==> src/rtl/kolibri_pkg.sv <==
// kolibri_pkg: definitions shared by the SPI host block and its sub-modules.
//   - CPU register offsets within the $FE30-$FE33 window
//   - STATUS register bit positions and a STATUS byte builder
//   - reset constants for the DATA and DIV registers
//   - SPI transfer FSM state encoding
package kolibri_pkg;

    // Register offsets (A[1:0])
    localparam logic [1:0] REG_DATA = 2'd0;
    localparam logic [1:0] REG_CTRL = 2'd1;   // CTRL on write, STATUS on read
    localparam logic [1:0] REG_DIV  = 2'd2;
    localparam logic [1:0] REG_RSVD = 2'd3;

    // STATUS bit positions
    localparam int STAT_BUSY = 7;
    localparam int STAT_OVR  = 6;
    localparam int STAT_SS1  = 1;
    localparam int STAT_SS0  = 0;

    // Reset values: DIV=59 gives 400 kHz SCLK from 48 MHz
    localparam logic [7:0] DIV_RESET  = 8'd59;
    localparam logic [7:0] DATA_RESET = 8'hFF;

    // Transfer FSM: LOW/HIGH name the current SCLK level
    typedef enum logic [1:0] {
        IDLE = 2'd0,
        LOW  = 2'd1,
        HIGH = 2'd2
    } spiState_t;

    // Assemble the STATUS byte; unused bits read as zero
    function automatic logic [7:0] statusByte(input logic busy, input logic ovr,
                                              input logic [1:0] ss);
        logic [7:0] s;
        s            = 8'h00;
        s[STAT_BUSY] = busy;
        s[STAT_OVR]  = ovr;
        s[STAT_SS1]  = ss[1];
        s[STAT_SS0]  = ss[0];
        return s;
    endfunction

endpackage

==> src/rtl/spi_baud.sv <==
// spi_baud: SCLK half-period timer.
//   clk   - master clock
//   rst   - asynchronous active-high reset
//   clear - restart the half-period from zero (used at transfer start)
//   div   - half-period length minus one (1..256 cycles)
//   tick  - high for one cycle at the end of every div+1 cycle period
module spi_baud
    import kolibri_pkg::*;
(
    input  logic       clk,
    input  logic       rst,
    input  logic       clear,
    input  logic [7:0] div,
    output logic       tick
);

    logic [7:0] cnt_r;

    // ">=" so a DIV lowered below the running count cannot cause a 256-cycle wrap
    assign tick = (cnt_r >= div);

    // Half-period counter: 0..div, restarted by clear
    always_ff @(posedge clk or posedge rst) begin
        if (rst) begin
            cnt_r <= 8'd0;
        end else if (clear) begin
            cnt_r <= 8'd0;
        end else if (tick) begin
            cnt_r <= 8'd0;
        end else begin
            cnt_r <= cnt_r + 8'd1;
        end
    end

endmodule

==> src/rtl/spi_host.sv <==
// spi_host: 6309 bus-attached SPI master for two SD card slots (mode 0, MSB first).
//   MHZ48        - master clock          RES   - async active-high reset
//   nSPICS       - register select (low) nE    - bus strobe, low = data phase
//   RW           - 1 read / 0 write      A     - register offset
//   DIN / DOUT   - CPU write / read data DOE   - read data output enable
//   SCLK / MOSI  - SPI clock and data    MISO  - SPI data in
//   nSD0 / nSD1  - SD card chip selects (active-low)
module spi_host
    import kolibri_pkg::*;
(
    input  logic       MHZ48,
    input  logic       RES,
    input  logic       nSPICS,
    input  logic       nE,
    input  logic       RW,
    input  logic [1:0] A,
    input  logic [7:0] DIN,
    output logic [7:0] DOUT,
    output logic       DOE,
    output logic       SCLK,
    output logic       MOSI,
    input  logic       MISO,
    output logic       nSD0,
    output logic       nSD1
);

    spiState_t  state_r;
    logic       nE_r;
    logic       wrPend_r;
    logic [1:0] wrAddr_r;
    logic [7:0] wrData_r;
    logic       busy_r;
    logic       ovr_r;
    logic [7:0] shift_r;
    logic [2:0] bitCnt_r;
    logic [7:0] data_r;
    logic [7:0] div_r;
    logic [1:0] ss_r;
    logic [7:0] readMux_s;

    logic wrDetect_s;
    logic rdStatusEnd_s;
    logic startXfer_s;
    logic wrAccept_s;
    logic wrBlocked_s;
    logic tick_s;

    // End of a bus cycle is the rising edge of nE seen against its registered copy
    assign wrDetect_s    = ~nE_r & nE & ~nSPICS & ~RW;
    assign rdStatusEnd_s = ~nE_r & nE & ~nSPICS & RW & (A == REG_CTRL);

    // busy_r is still 1 in the cycle the transfer ends, so a coinciding write is refused
    assign wrAccept_s  = wrPend_r & ~busy_r;
    assign wrBlocked_s = wrPend_r & busy_r & (wrAddr_r != REG_RSVD);
    assign startXfer_s = wrAccept_s & (wrAddr_r == REG_DATA) & (state_r == IDLE);

    spi_baud u_baud (
        .clk   (MHZ48),
        .rst   (RES),
        .clear (startXfer_s),
        .div   (div_r),
        .tick  (tick_s)
    );

    // Capture the write at the nE rising edge; it is committed one cycle later
    always_ff @(posedge MHZ48 or posedge RES) begin
        if (RES) begin
            nE_r     <= 1'b1;
            wrPend_r <= 1'b0;
            wrAddr_r <= 2'd0;
            wrData_r <= 8'h00;
        end else begin
            nE_r     <= nE;
            wrPend_r <= wrDetect_s;
            if (wrDetect_s) begin
                wrAddr_r <= A;
                wrData_r <= DIN;
            end else begin
                wrAddr_r <= wrAddr_r;
                wrData_r <= wrData_r;
            end
        end
    end

    // Register file: CTRL (selects), DIV, and the sticky overrun flag
    always_ff @(posedge MHZ48 or posedge RES) begin
        if (RES) begin
            ss_r  <= 2'b00;
            nSD0  <= 1'b1;
            nSD1  <= 1'b1;
            div_r <= DIV_RESET;
            ovr_r <= 1'b0;
        end else begin
            if (wrAccept_s && (wrAddr_r == REG_CTRL)) begin
                ss_r <= wrData_r[1:0];
                nSD0 <= ~wrData_r[0];
                nSD1 <= ~wrData_r[1];
            end else begin
                ss_r <= ss_r;
                nSD0 <= nSD0;
                nSD1 <= nSD1;
            end
            if (wrAccept_s && (wrAddr_r == REG_DIV)) begin
                div_r <= wrData_r;
            end else begin
                div_r <= div_r;
            end
            // Setting wins over clearing should both ever coincide
            if (wrBlocked_s) begin
                ovr_r <= 1'b1;
            end else if (rdStatusEnd_s) begin
                ovr_r <= 1'b0;
            end else begin
                ovr_r <= ovr_r;
            end
        end
    end

    // Transfer FSM with registered SCLK/MOSI/BUSY and the received-byte register
    always_ff @(posedge MHZ48 or posedge RES) begin
        if (RES) begin
            state_r  <= IDLE;
            SCLK     <= 1'b0;
            MOSI     <= 1'b1;
            busy_r   <= 1'b0;
            shift_r  <= 8'h00;
            bitCnt_r <= 3'd0;
            data_r   <= DATA_RESET;
        end else begin
            case (state_r)
                IDLE: begin
                    if (startXfer_s) begin
                        state_r  <= LOW;
                        busy_r   <= 1'b1;
                        shift_r  <= wrData_r;
                        MOSI     <= wrData_r[7];
                        bitCnt_r <= 3'd0;
                    end else begin
                        state_r  <= IDLE;
                    end
                    SCLK <= 1'b0;
                end
                LOW: begin
                    if (tick_s) begin
                        // Rising SCLK: sample MISO; shift_r[7] becomes the next bit out
                        state_r <= HIGH;
                        SCLK    <= 1'b1;
                        shift_r <= {shift_r[6:0], MISO};
                    end else begin
                        state_r <= LOW;
                    end
                end
                HIGH: begin
                    if (tick_s) begin
                        SCLK <= 1'b0;
                        if (bitCnt_r == 3'd7) begin
                            state_r <= IDLE;
                            MOSI    <= 1'b1;
                            busy_r  <= 1'b0;
                            data_r  <= shift_r;
                        end else begin
                            state_r  <= LOW;
                            MOSI     <= shift_r[7];
                            bitCnt_r <= bitCnt_r + 3'd1;
                        end
                    end else begin
                        state_r <= HIGH;
                    end
                end
                default: begin
                    state_r <= IDLE;
                    SCLK    <= 1'b0;
                    MOSI    <= 1'b1;
                    busy_r  <= 1'b0;
                end
            endcase
        end
    end

    assign DOE = ~nSPICS & ~nE & RW;

    // Combinational read mux; DOUT idles at zero outside a read data phase
    always_comb begin
        readMux_s = 8'h00;
        case (A)
            REG_DATA: readMux_s = data_r;
            REG_CTRL: readMux_s = statusByte(busy_r, ovr_r, ss_r);
            REG_DIV:  readMux_s = div_r;
            REG_RSVD: readMux_s = 8'h00;
            default:  readMux_s = 8'h00;
        endcase
        if (DOE) begin
            DOUT = readMux_s;
        end else begin
            DOUT = 8'h00;
        end
    end

endmodule

==> config.mk <==
export PLATFORM = sky130hd
export DESIGN_NAME = spi_host
export DESIGN_NICKNAME = d
export VERILOG_FILES = /design/src/rtl/kolibri_pkg.sv /design/src/rtl/spi_baud.sv /design/src/rtl/spi_host.sv
export SDC_FILE = /design/constraint.sdc
export NUM_CORES = 1
export LEC_CHECK = 0
export ABC_CLOCK_PERIOD_IN_PS = 3000
export CAP_MARGIN = 20
export CORE_MARGIN = 1
export CORE_UTILIZATION = 32
export CTS_CLUSTER_DIAMETER = 40
export DETAILED_ROUTE_END_ITERATION = 10
export GPL_ROUTABILITY_DRIVEN = 0
export MAX_ROUTING_LAYER = met4
export PLACE_DENSITY = 0.55
export REMOVE_ABC_BUFFERS = 1
export SLEW_MARGIN = 30
export SYNTH_ARGS = -nofsm -noshare
export SYNTH_HDL_FRONTEND = slang
export SYNTH_HIERARCHICAL = 1
export SYNTH_SLANG_ARGS = --single-unit
export TNS_END_PERCENT = 20
==> constraint.sdc <==
create_clock -name MHZ48 -period 3 [get_ports MHZ48]
set_input_delay 0.6 -clock MHZ48 [delete_from_list [all_inputs] [get_ports MHZ48]]
set_output_delay 0.6 -clock MHZ48 [all_outputs]
set_load 0.01 [all_outputs]
After elaboration in Yosys (flattened, before gate mapping)
Cells that the tools add are included.
{ "totals": {"in_bits": 16, "output_inout_bits": 13, "reg_bits": 57, "elab_cells": 97} }
{ "classes": {"magnitude_cmp": 1, "n_mux": 29, "eq_ne": 14, "n_addsub": 2, "bitwise": 20, "n_reduce_logical": 14} }
{ "op_table": {"columns": ["op", "count"], "rows": [
  ["8-bit 2-to-1 mux", 5],
  ["8-bit one-hot mux with 4 select lines", 1],
  ["8-bit one-hot mux with 2 select lines", 1],
  ["1-bit bitwise AND", 12],
  ["1-bit 2-to-1 mux", 12],
  ["2-bit inequality test (second input constant)", 6],
  ["3-bit 2-to-1 mux", 3],
  ["3-bit AND reduction", 3],
  ["8-bit by 1-bit adder with 8-bit output (second input constant)", 1],
  ["2-bit == test (second input constant)", 4],
  ["8-bit greater-or-equal comparator", 1],
  ["1-bit NOT", 8],
  ["4-bit AND reduction", 2],
  ["2-bit by 1-bit == test with 1-bit output (second input constant)", 3],
  ["2-bit logical NOT", 3],
  ["1-bit one-hot mux with 3 select lines", 2],
  ["2-bit one-hot mux with 3 select lines", 1],
  ["3-bit one-hot mux with 2 select lines", 1],
  ["2-bit nonzero test", 3],
  ["2-bit 2-to-1 mux", 2],
  ["3-bit by 1-bit adder with 3-bit output (second input constant)", 1],
  ["3-bit == test (second input constant)", 1],
  ["1-bit logical AND", 2],
  ["1-bit one-hot mux with 2 select lines", 1],
  ["2-bit AND reduction", 1]
]} }

Logic depth before layout (Yosys ltp)
Gate-level depths: netlist (run 1).
{ "depth": {"ltp_word": 7, "depth_mapped": 9, "depth_no_buf": 8} }

By module
The synthesis (run 1) kept the hierarchy.
{ "modules_own_cells": {"columns": ["mod", "area_each_um2", "instances", "cells_per_inst", "seq_area_each_um2"], "rows": [
  ["spi_host", 2296.0, 1, 175, 1247.4],
  ["spi_baud", 578.1, 1, 61, 200.2]
]} }

Least setup slack after synthesis (run 1)
OpenSTA, ideal clock, no wires.
{ "synth_path": {"path_kind": "register to register", "from": "register div_r[4]", "to": "register bitCnt_r[0]", "arrival_time_ns": 2.273, "synth_period_minus_slack_ns": 2.338, "required_time_ns": 2.935, "path_stages_with_launch": 10, "slack_ns": 0.662, "setup_ns": 0.065, "cell_sequence": "dfstp_2 > inv_1 > ha_1 > or4_4 > a21oi_4 > o31ai_1 > buf_2 > and4bb_2 > a21oi_1 > mux2_2"} }
{ "synth_via": {"elab_chain_cells": 3} }
{ "synth_rtl": {"columns": ["item", "line", "text"], "rows": [
  ["from (decl)", "spi_host.sv:37", "logic [7:0] div_r;"],
  ["from (signal assigned)", "spi_host.sv:104", "div_r <= wrData_r;"],
  ["from (signal assigned)", "spi_host.sv:106", "div_r <= div_r;"],
  ["8-bit greater-or-equal comparator", "spi_baud.sv:20", "assign tick = (cnt_r >= div);"],
  ["via tick_s", "spi_host.sv:46", "logic tick_s;"],
  ["2-bit inequality test (no line)", null, null],
  ["4-bit AND reduction (no line)", null, null],
  ["to (signal assigned)", "spi_host.sv:164", "bitCnt_r <= bitCnt_r + 3'd1;"],
  ["to (decl)", "spi_host.sv:35", "logic [2:0] bitCnt_r;"]
]} }
The timed path passes the listed nets, and every way through them passes these cells.
A chain may end at the register's enable or synchronous reset.

Final worst setup path (run 1)
{ "layout_path": {"from": "input A[1]", "to": "output DOUT[1]"} }
{ "layout_via": {"elab_chain_cells": 3, "word_cells_on_any_way": 6} }
{ "layout_rtl": {"columns": ["item", "line", "text"], "rows": [
  ["from (decl)", "spi_host.sv:16", "input logic [1:0] A,"],
  ["2-bit == test, or another cell as far along", "spi_host.sv:185", "case (A)"],
  ["8-bit one-hot mux with 4 select lines (*)", "spi_host.sv:185", null],
  ["8-bit 2-to-1 mux (*)", "spi_host.sv:192", "if (DOE) begin"],
  ["to (decl)", "spi_host.sv:18", "output logic [7:0] DOUT,"]
]} }
Mark *: on every way between the ends. The rest lies on a longest branch, timed or not.

==> flow_summary.json, run 1 <==
{
  "status": "finished, final reports clean",
  "cts_buffers": 9,
  "vdd_drop_max_mv": 0.274,
  "worst-r2r-cell-count": 8,
  "die_w_microns": 96.8,
  "finalMaxSlewViolations": 0,
  "drc": 0,
  "synth_cell_type_count": 51,
  "tns_ps": 0,
  "via_per_inst": 4.92,
  "synth_seq_cells": 57,
  "htreeDepth": 3,
  "synth_edf_count": 0,
  "cp.arrival_ps": 2270,
  "hp-class": "flip-flop to flip-flop",
  "synth_warnings": 6,
  "place_inst": 377,
  "ant_nets": 0,
  "grt_max_degree": 50,
  "hold_violations": 0,
  "postLayoutCoreUtil": 0.407,
  "cts.sinks": 57,
  "io_buffer_count": 28,
  "critPathCaptureType": "output pin",
  "rsz0062_at_grt": "no",
  "finalCritPeriodShare": 0.958,
  "regToRegSetupSlack_ps": 340,
  "fin_nets": 308,
  "drt_iter0_markers": 83,
  "layout_commonest_cell": "dfrtp_1",
  "ys_async_sr_fraction": 1.00,
  "crit_type": "input pin to output pin",
  "hold-path-cell-count": 2,
  "drt_wl_total_mm": 6.08,
  "drt_first_pass_iters": 4,
  "layoutNonFillerInstCount": 393,
  "area_growth_pct": 23.5,
  "grt_first_pass_wirelength_mm": 10.3,
  "vias": 1932,
  "finalClockSkew_ps": 8.87,
  "p_leak_uw": 0.00158,
  "die_area_sq_um": 9360,
  "hold_buffers": 0,
  "dp_hpwl_mm": 4.30,
  "antenna_found_initial": 0,
  "ys_seq_area_frac": 0.504,
  "io_pins": 29,
  "track_usage": 0.148,
  "cts.root.buffer_cell": "clkbuf_8",
  "clk_pin_slew_worst_paths_ps": 60,
  "drive_above_1_share": 0.361,
  "power_density_nw_per_um2": 814,
  "overflow": 0,
  "ctsLongestPathBuffers": 2,
  "critPathLaunchType": "input pin",
  "start_util": 0.330,
  "num_rows": 34,
  "chipHeight_microns": 96.8,
  "slew_headroom": 0.549,
  "fill_cells": 839,
  "crit_fanout": 8,
  "holdWs_ps": 478,
  "cts_tree": "built",
  "synth_cells": 236,
  "max_freq_mhz": 348,
  "core_sq_um": 8720,
  "worstPathRequired_ps": 2400,
  "fin_crit_ps": 2870,
  "grt_pass1_vias": 1957,
  "synth.avg_cell_area_sq_um": 12.2,
  "layout_common_cells": "dfrtp_1, mux2_2, clkdlybuf4s50_1",
  "clk_latency_ps": 340,
  "synth_area_sq_um": 2870,
  "tightest_slew_ps": 672,
  "setup_violations": 0,
  "max_cap_violations": 0,
  "synth_ff_type": "dfrtp_1",
  "wire_per_inst_microns": 15.5,
  "antennaDiodeCount": 0
}
-- worst paths after layout --
kind / from / end
max: A[1] / DOUT[1]
min: nSD0$_DFFE_PP1P_ / nSD0$_DFFE_PP1P_
max reg2reg: div_r[3]$_DFFE_PP1P_ / shift_r[2]$_DFFE_PP0P_
min reg2reg: nSD0$_DFFE_PP1P_ / nSD0$_DFFE_PP1P_
max in group asynchronous: RES / shift_r[3]$_DFFE_PP0P_
min in group asynchronous: RES / u_baud/cnt_r[1]$_DFF_PP0_
-- layout make-up --
class / count / area (sq um) / share of cell area
sequential: 57 / 1450 / 0.408
inverter: 15 / 56.3 / 0.0159
tap: 108 / 135 / 0.0381
multi-input combinational: 158 / 1340 / 0.377
clock buffer: 14 / 173 / 0.0486
clock inverter: 2 / 35.0 / 0.00987
timing repair buffer: 39 / 364 / 0.103
-- worst max-delay path, stage by stage --
cell,delay (ps)
clkdlybuf4s50_1,460
buf_4,180
mux2i_1,90
or2_2,270
a21oi_1,120
clkdlybuf4s50_1,540
-- sequential cells by signal, indices dropped and copies added, names as in the netlist --
signal / cells
MOSI: 1
SCLK: 1
bitCnt_r: 3
busy_r: 1
data_r: 8
div_r: 8
nE_r: 1
nSD0: 1
nSD1: 1
ovr_r: 1
shift_r: 8
ss_r: 2
state_r: 2
u_baud/cnt_r: 8
wrAddr_r: 2
wrData_r: 8
wrPend_r: 1
-- synthesized netlist by cell type (all sizes together) (2+ instances only) --
cell type / instances / area (sq um)
o21ai: 5 / 36.3
dfrtp: 40 / 1000
buf: 6 / 38.8
nand2b: 2 / 12.5
xor2: 3 / 26.3
inv: 15 / 56.3
a22o: 2 / 17.5
nor2b: 2 / 12.5
mux2i: 8 / 80.1
or3: 2 / 12.5
or2: 9 / 56.3
or3b: 2 / 20.0
o22a: 2 / 17.5
nand2: 13 / 51.3
nand3: 4 / 20.0
o21a: 2 / 15.0
ha: 12 / 150
dfstp: 17 / 447
mux2: 29 / 327
xnor2: 4 / 35.0
a2bb2oi: 2 / 17.5
nor3: 3 / 20.0
o221a: 7 / 78.8
a21oi: 9 / 56.3
nor2: 17 / 63.8
-- cell families after synthesis --
| group | count (synthesis) | share of synthesized area |
|---|---|---|
| adder cells (fa/ha/maj) | 12 | 0.0522 |
| buffers and inverters | 21 | 0.0331 |
| XOR/XNOR | 7 | 0.0213 |
| flip-flops | 57 | 0.504 |
| AND/OR/NAND/NOR | 64 | 0.132 |
| multiplexers | 37 | 0.141 |
| AO/OA/AOI/OAI | 38 | 0.116 |
-- power by group --
part,internal [uW],switching [uW]
Clock,451,298
Sequential,1040,201
Combinational,484,417
Total,1970,917
-- stage by stage --
stage	instance area, sq um	total power [uW]	worst slack, ps
6_report	3550	2890	126
5_1_grt	3550	3110	23.5
4_1_cts	3540	2940	7.95
3_5_place_dp	3340	2170	-71.1
3_3_place_gp	3330	2140	-88.1
2_1_floorplan	2840	1870	433
-- layer usage --
metal,wire length [microns],global-route usage,part of all wire,vias up
met3,246,0.0368,0.040,13
met1,3010,0.198,0.50,935
met4,132,0.0689,0.022,0
met2,2690,0.210,0.44,43
met5,0,-,0,-
li1,-,-,-,941
-- what timing repair did --
item                       4_1_cts  5_1_grt
buffers inserted                 0        0
setup endpoints to repair        4        2
resized for setup                4        2
pin swaps                        0        0
No activity file was read; power rests on OpenSTA's default activity.
==> run 2: changes to the inputs <==
--- a/config.mk
+++ b/config.mk
@@ -6,14 +6,13 @@
 export NUM_CORES = 1
 export LEC_CHECK = 0
 export ABC_CLOCK_PERIOD_IN_PS = 3000
-export CAP_MARGIN = 20
 export CORE_MARGIN = 1
-export CORE_UTILIZATION = 32
+export CORE_UTILIZATION = 38
 export CTS_CLUSTER_DIAMETER = 40
 export DETAILED_ROUTE_END_ITERATION = 10
 export GPL_ROUTABILITY_DRIVEN = 0
 export MAX_ROUTING_LAYER = met4
-export PLACE_DENSITY = 0.55
+export PLACE_DENSITY = 0.62
 export REMOVE_ABC_BUFFERS = 1
 export SLEW_MARGIN = 30
 export SYNTH_ARGS = -nofsm -noshare
==> run 2 against run 1 <==
Worst setup slack worse by 54 ps. Final cell count down 2.3%. Non-clock buffer count up 1. Clock skew up 3.5 ps. Via count down 0.78%. Design area down 1.3%. Die area down 15%. Maximum frequency down 1.8%. Critical path type unchanged.
==> flow_summary.json, run 2 (same netlist as run 1, synthesis figures left out) <==
{
  "status": "finished, final reports clean",
  "drt_wl_total_mm": 5.70,
  "holdWs_ps": 476,
  "met2WireLength_mm": 2.60,
  "crit_type": "input pin to output pin",
  "cp.arrival_ps": 2330,
  "area_growth_pct": 21.9,
  "switchingPower_uw": 895,
  "seq_area_sq_um": 1450,
  "min_to": "nSD1$_DFFE_PP1P_",
  "chipHeight_microns": 89.0,
  "drc": 0,
  "clk_latency_ps": 340,
  "p_comb_frac": 0.332,
  "swShare": 0.326,
  "cts_buffers": 9,
  "cts_setup_buffers": 0,
  "antennaDiodeCount": 0,
  "startpoint": "RW",
  "die_w_microns": 89.0,
  "dp_hpwl_mm": 4.10,
  "multi_input_area_sq_um": 1340,
  "seqPwrFrac": 0.450,
  "setup_violations": 0,
  "vias": 1917,
  "cpMostUsedCell": "clkdlybuf4s50_1",
  "fill_cells": 702,
  "finalMaxSlewViolations": 0,
  "cts.root.buffer_cell": "clkbuf_8",
  "max_cap_violations": 0,
  "grt_first_pass_wirelength_mm": 9.92,
  "clk_pin_slew_worst_paths_ps": 60,
  "ctsLongestPathBuffers": 2,
  "slowest_stage": "clkdlybuf4s50_1",
  "hold_violations": 0,
  "start_util": 0.394,
  "min-delay-start": "nSD1$_DFFE_PP1P_",
  "place_ws_ps": -65.7,
  "io_pins": 29,
  "crit_fanout": 4,
  "rsz0062_at_grt": "no",
  "intPower_uw": 1850,
  "hp-class": "flip-flop to flip-flop",
  "worstPathRequired_ps": 2400,
  "finalClockSkew_ps": 12.4,
  "tightest_slew_ps": 725,
  "hold_buffers": 0,
  "fin_nets": 309,
  "io_buffer_count": 28,
  "drt_iter0_markers": 86,
  "ant_nets": 0,
  "wire_per_inst_microns": 14.9,
  "pwr-share-clk": 0.218,
  "postLayoutCoreUtil": 0.481,
  "htreeDepth": 3,
  "path_cells": "clkdlybuf4s50_1, or3b_1, inv_1, nand2b_2, nor2_1, clkdlybuf4s50_1",
  "reg2reg_to": "shift_r[2]$_DFFE_PP0P_",
  "cts.sinks": 57,
  "power_density_nw_per_um2": 783,
  "via_per_inst": 4.99,
  "drive_above_1_share": 0.358,
  "slew_headroom": 0.513,
  "p_leak_uw": 0.00157,
  "drt_first_pass_iters": 4,
  "num_rows": 31,
  "hold-path-cell-count": 2,
  "grt_max_degree": 24,
  "overflow": 0,
  "core_sq_um": 7290,
  "grt_pass1_vias": 1942,
  "dr.max_layer_used": "met4",
  "wl_met3_microns": 251,
  "die_area_sq_um": 7910,
  "max_freq_mhz": 342,
  "layout_common_cells": "dfrtp_1, mux2_2, clkdlybuf4s50_1",
  "vdd_drop_max_mv": 0.323,
  "track_usage": 0.176,
  "antenna_found_initial": 0,
  "finalCritPeriodShare": 0.976,
  "regToRegSetupSlack_ps": 300,
  "fin_crit_ps": 2930,
  "critPathCaptureType": "output pin",
  "finalWorstSetupSlack_ps": 72.6,
  "rr_startpoint": "div_r[4]$_DFFE_PP1P_",
  "cpPeakStageDelay_ps": 540,
  "layout_commonest_cell": "dfrtp_1",
  "critPathLaunchType": "input pin",
  "worst-r2r-cell-count": 8,
  "cts_tree": "built",
  "met1_length_mm": 2.80
}
-- run 2: changes by cell type in the layout (fill, tap and decap cells not counted), sizes merged --
cell           change
clkdlybuf4s50      +1
dlymetal6s2s       +2
buf                +1
dlygate4sd2        -3
bufinv             -1
-- run 2: layout make-up --
type                       instances  area share
clock buffer                      14      0.0436
clock inverter                     1     0.00143
inverter                          15      0.0161
multi-input combinational        158       0.382
sequential                        57       0.413
tap                               99      0.0353
timing repair buffer              40       0.109
-- run 2: metal layers --
layer / vias up / GRT usage
li1: 942 / -
met1: 928 / 0.234
met2: 41 / 0.257
met3: 6 / 0.0489
met4: 0 / 0.0649
met5: - / -
-- run 2: what timing repair did --
action	4_1_cts	5_1_grt
resized for setup	2	5
pin swaps	0	0
endpoints found under the setup margin	2	6
cloned	0	0
-- run 2: power by group through the flow --
stage,sequential (uW),combinational (uW),clock (uW)
floorplan,1200,674,0
global placement,1250,902,0
detailed placement,1250,918,0
CTS,1240,927,619
global route,1280,1040,661
finish,1230,911,599
-- run 2: stage by stage --
step	instance area, sq um	std cells	setup TNS [ps]	power, uW
2_1_floorplan	2840	230	0	1870
5_1_grt	3500	384	0	2980
3_3_place_gp	3330	369	-66.7	2150
4_1_cts	3490	384	0	2780
3_5_place_dp	3330	369	-75.7	2170
6_report	3500	384	0	2740
-- run 2: worst max path at each step --
stage / to / cells after the start
2_1_floorplan: bitCnt_r[0]$_DFFE_PP0P_ / 8
3_3_place_gp: DOUT[2] / 6
3_5_place_dp: DOUT[2] / 6
4_1_cts: DOUT[6] / 5
5_1_grt: DOUT[3] / 6
6_report: DOUT[3] / 6
-- run 2: worst max-delay path, delay by kind of cell --
kind,cells,cell delay [ps]
buffers and inverters,3,1110
AND/OR/NAND/NOR,3,620
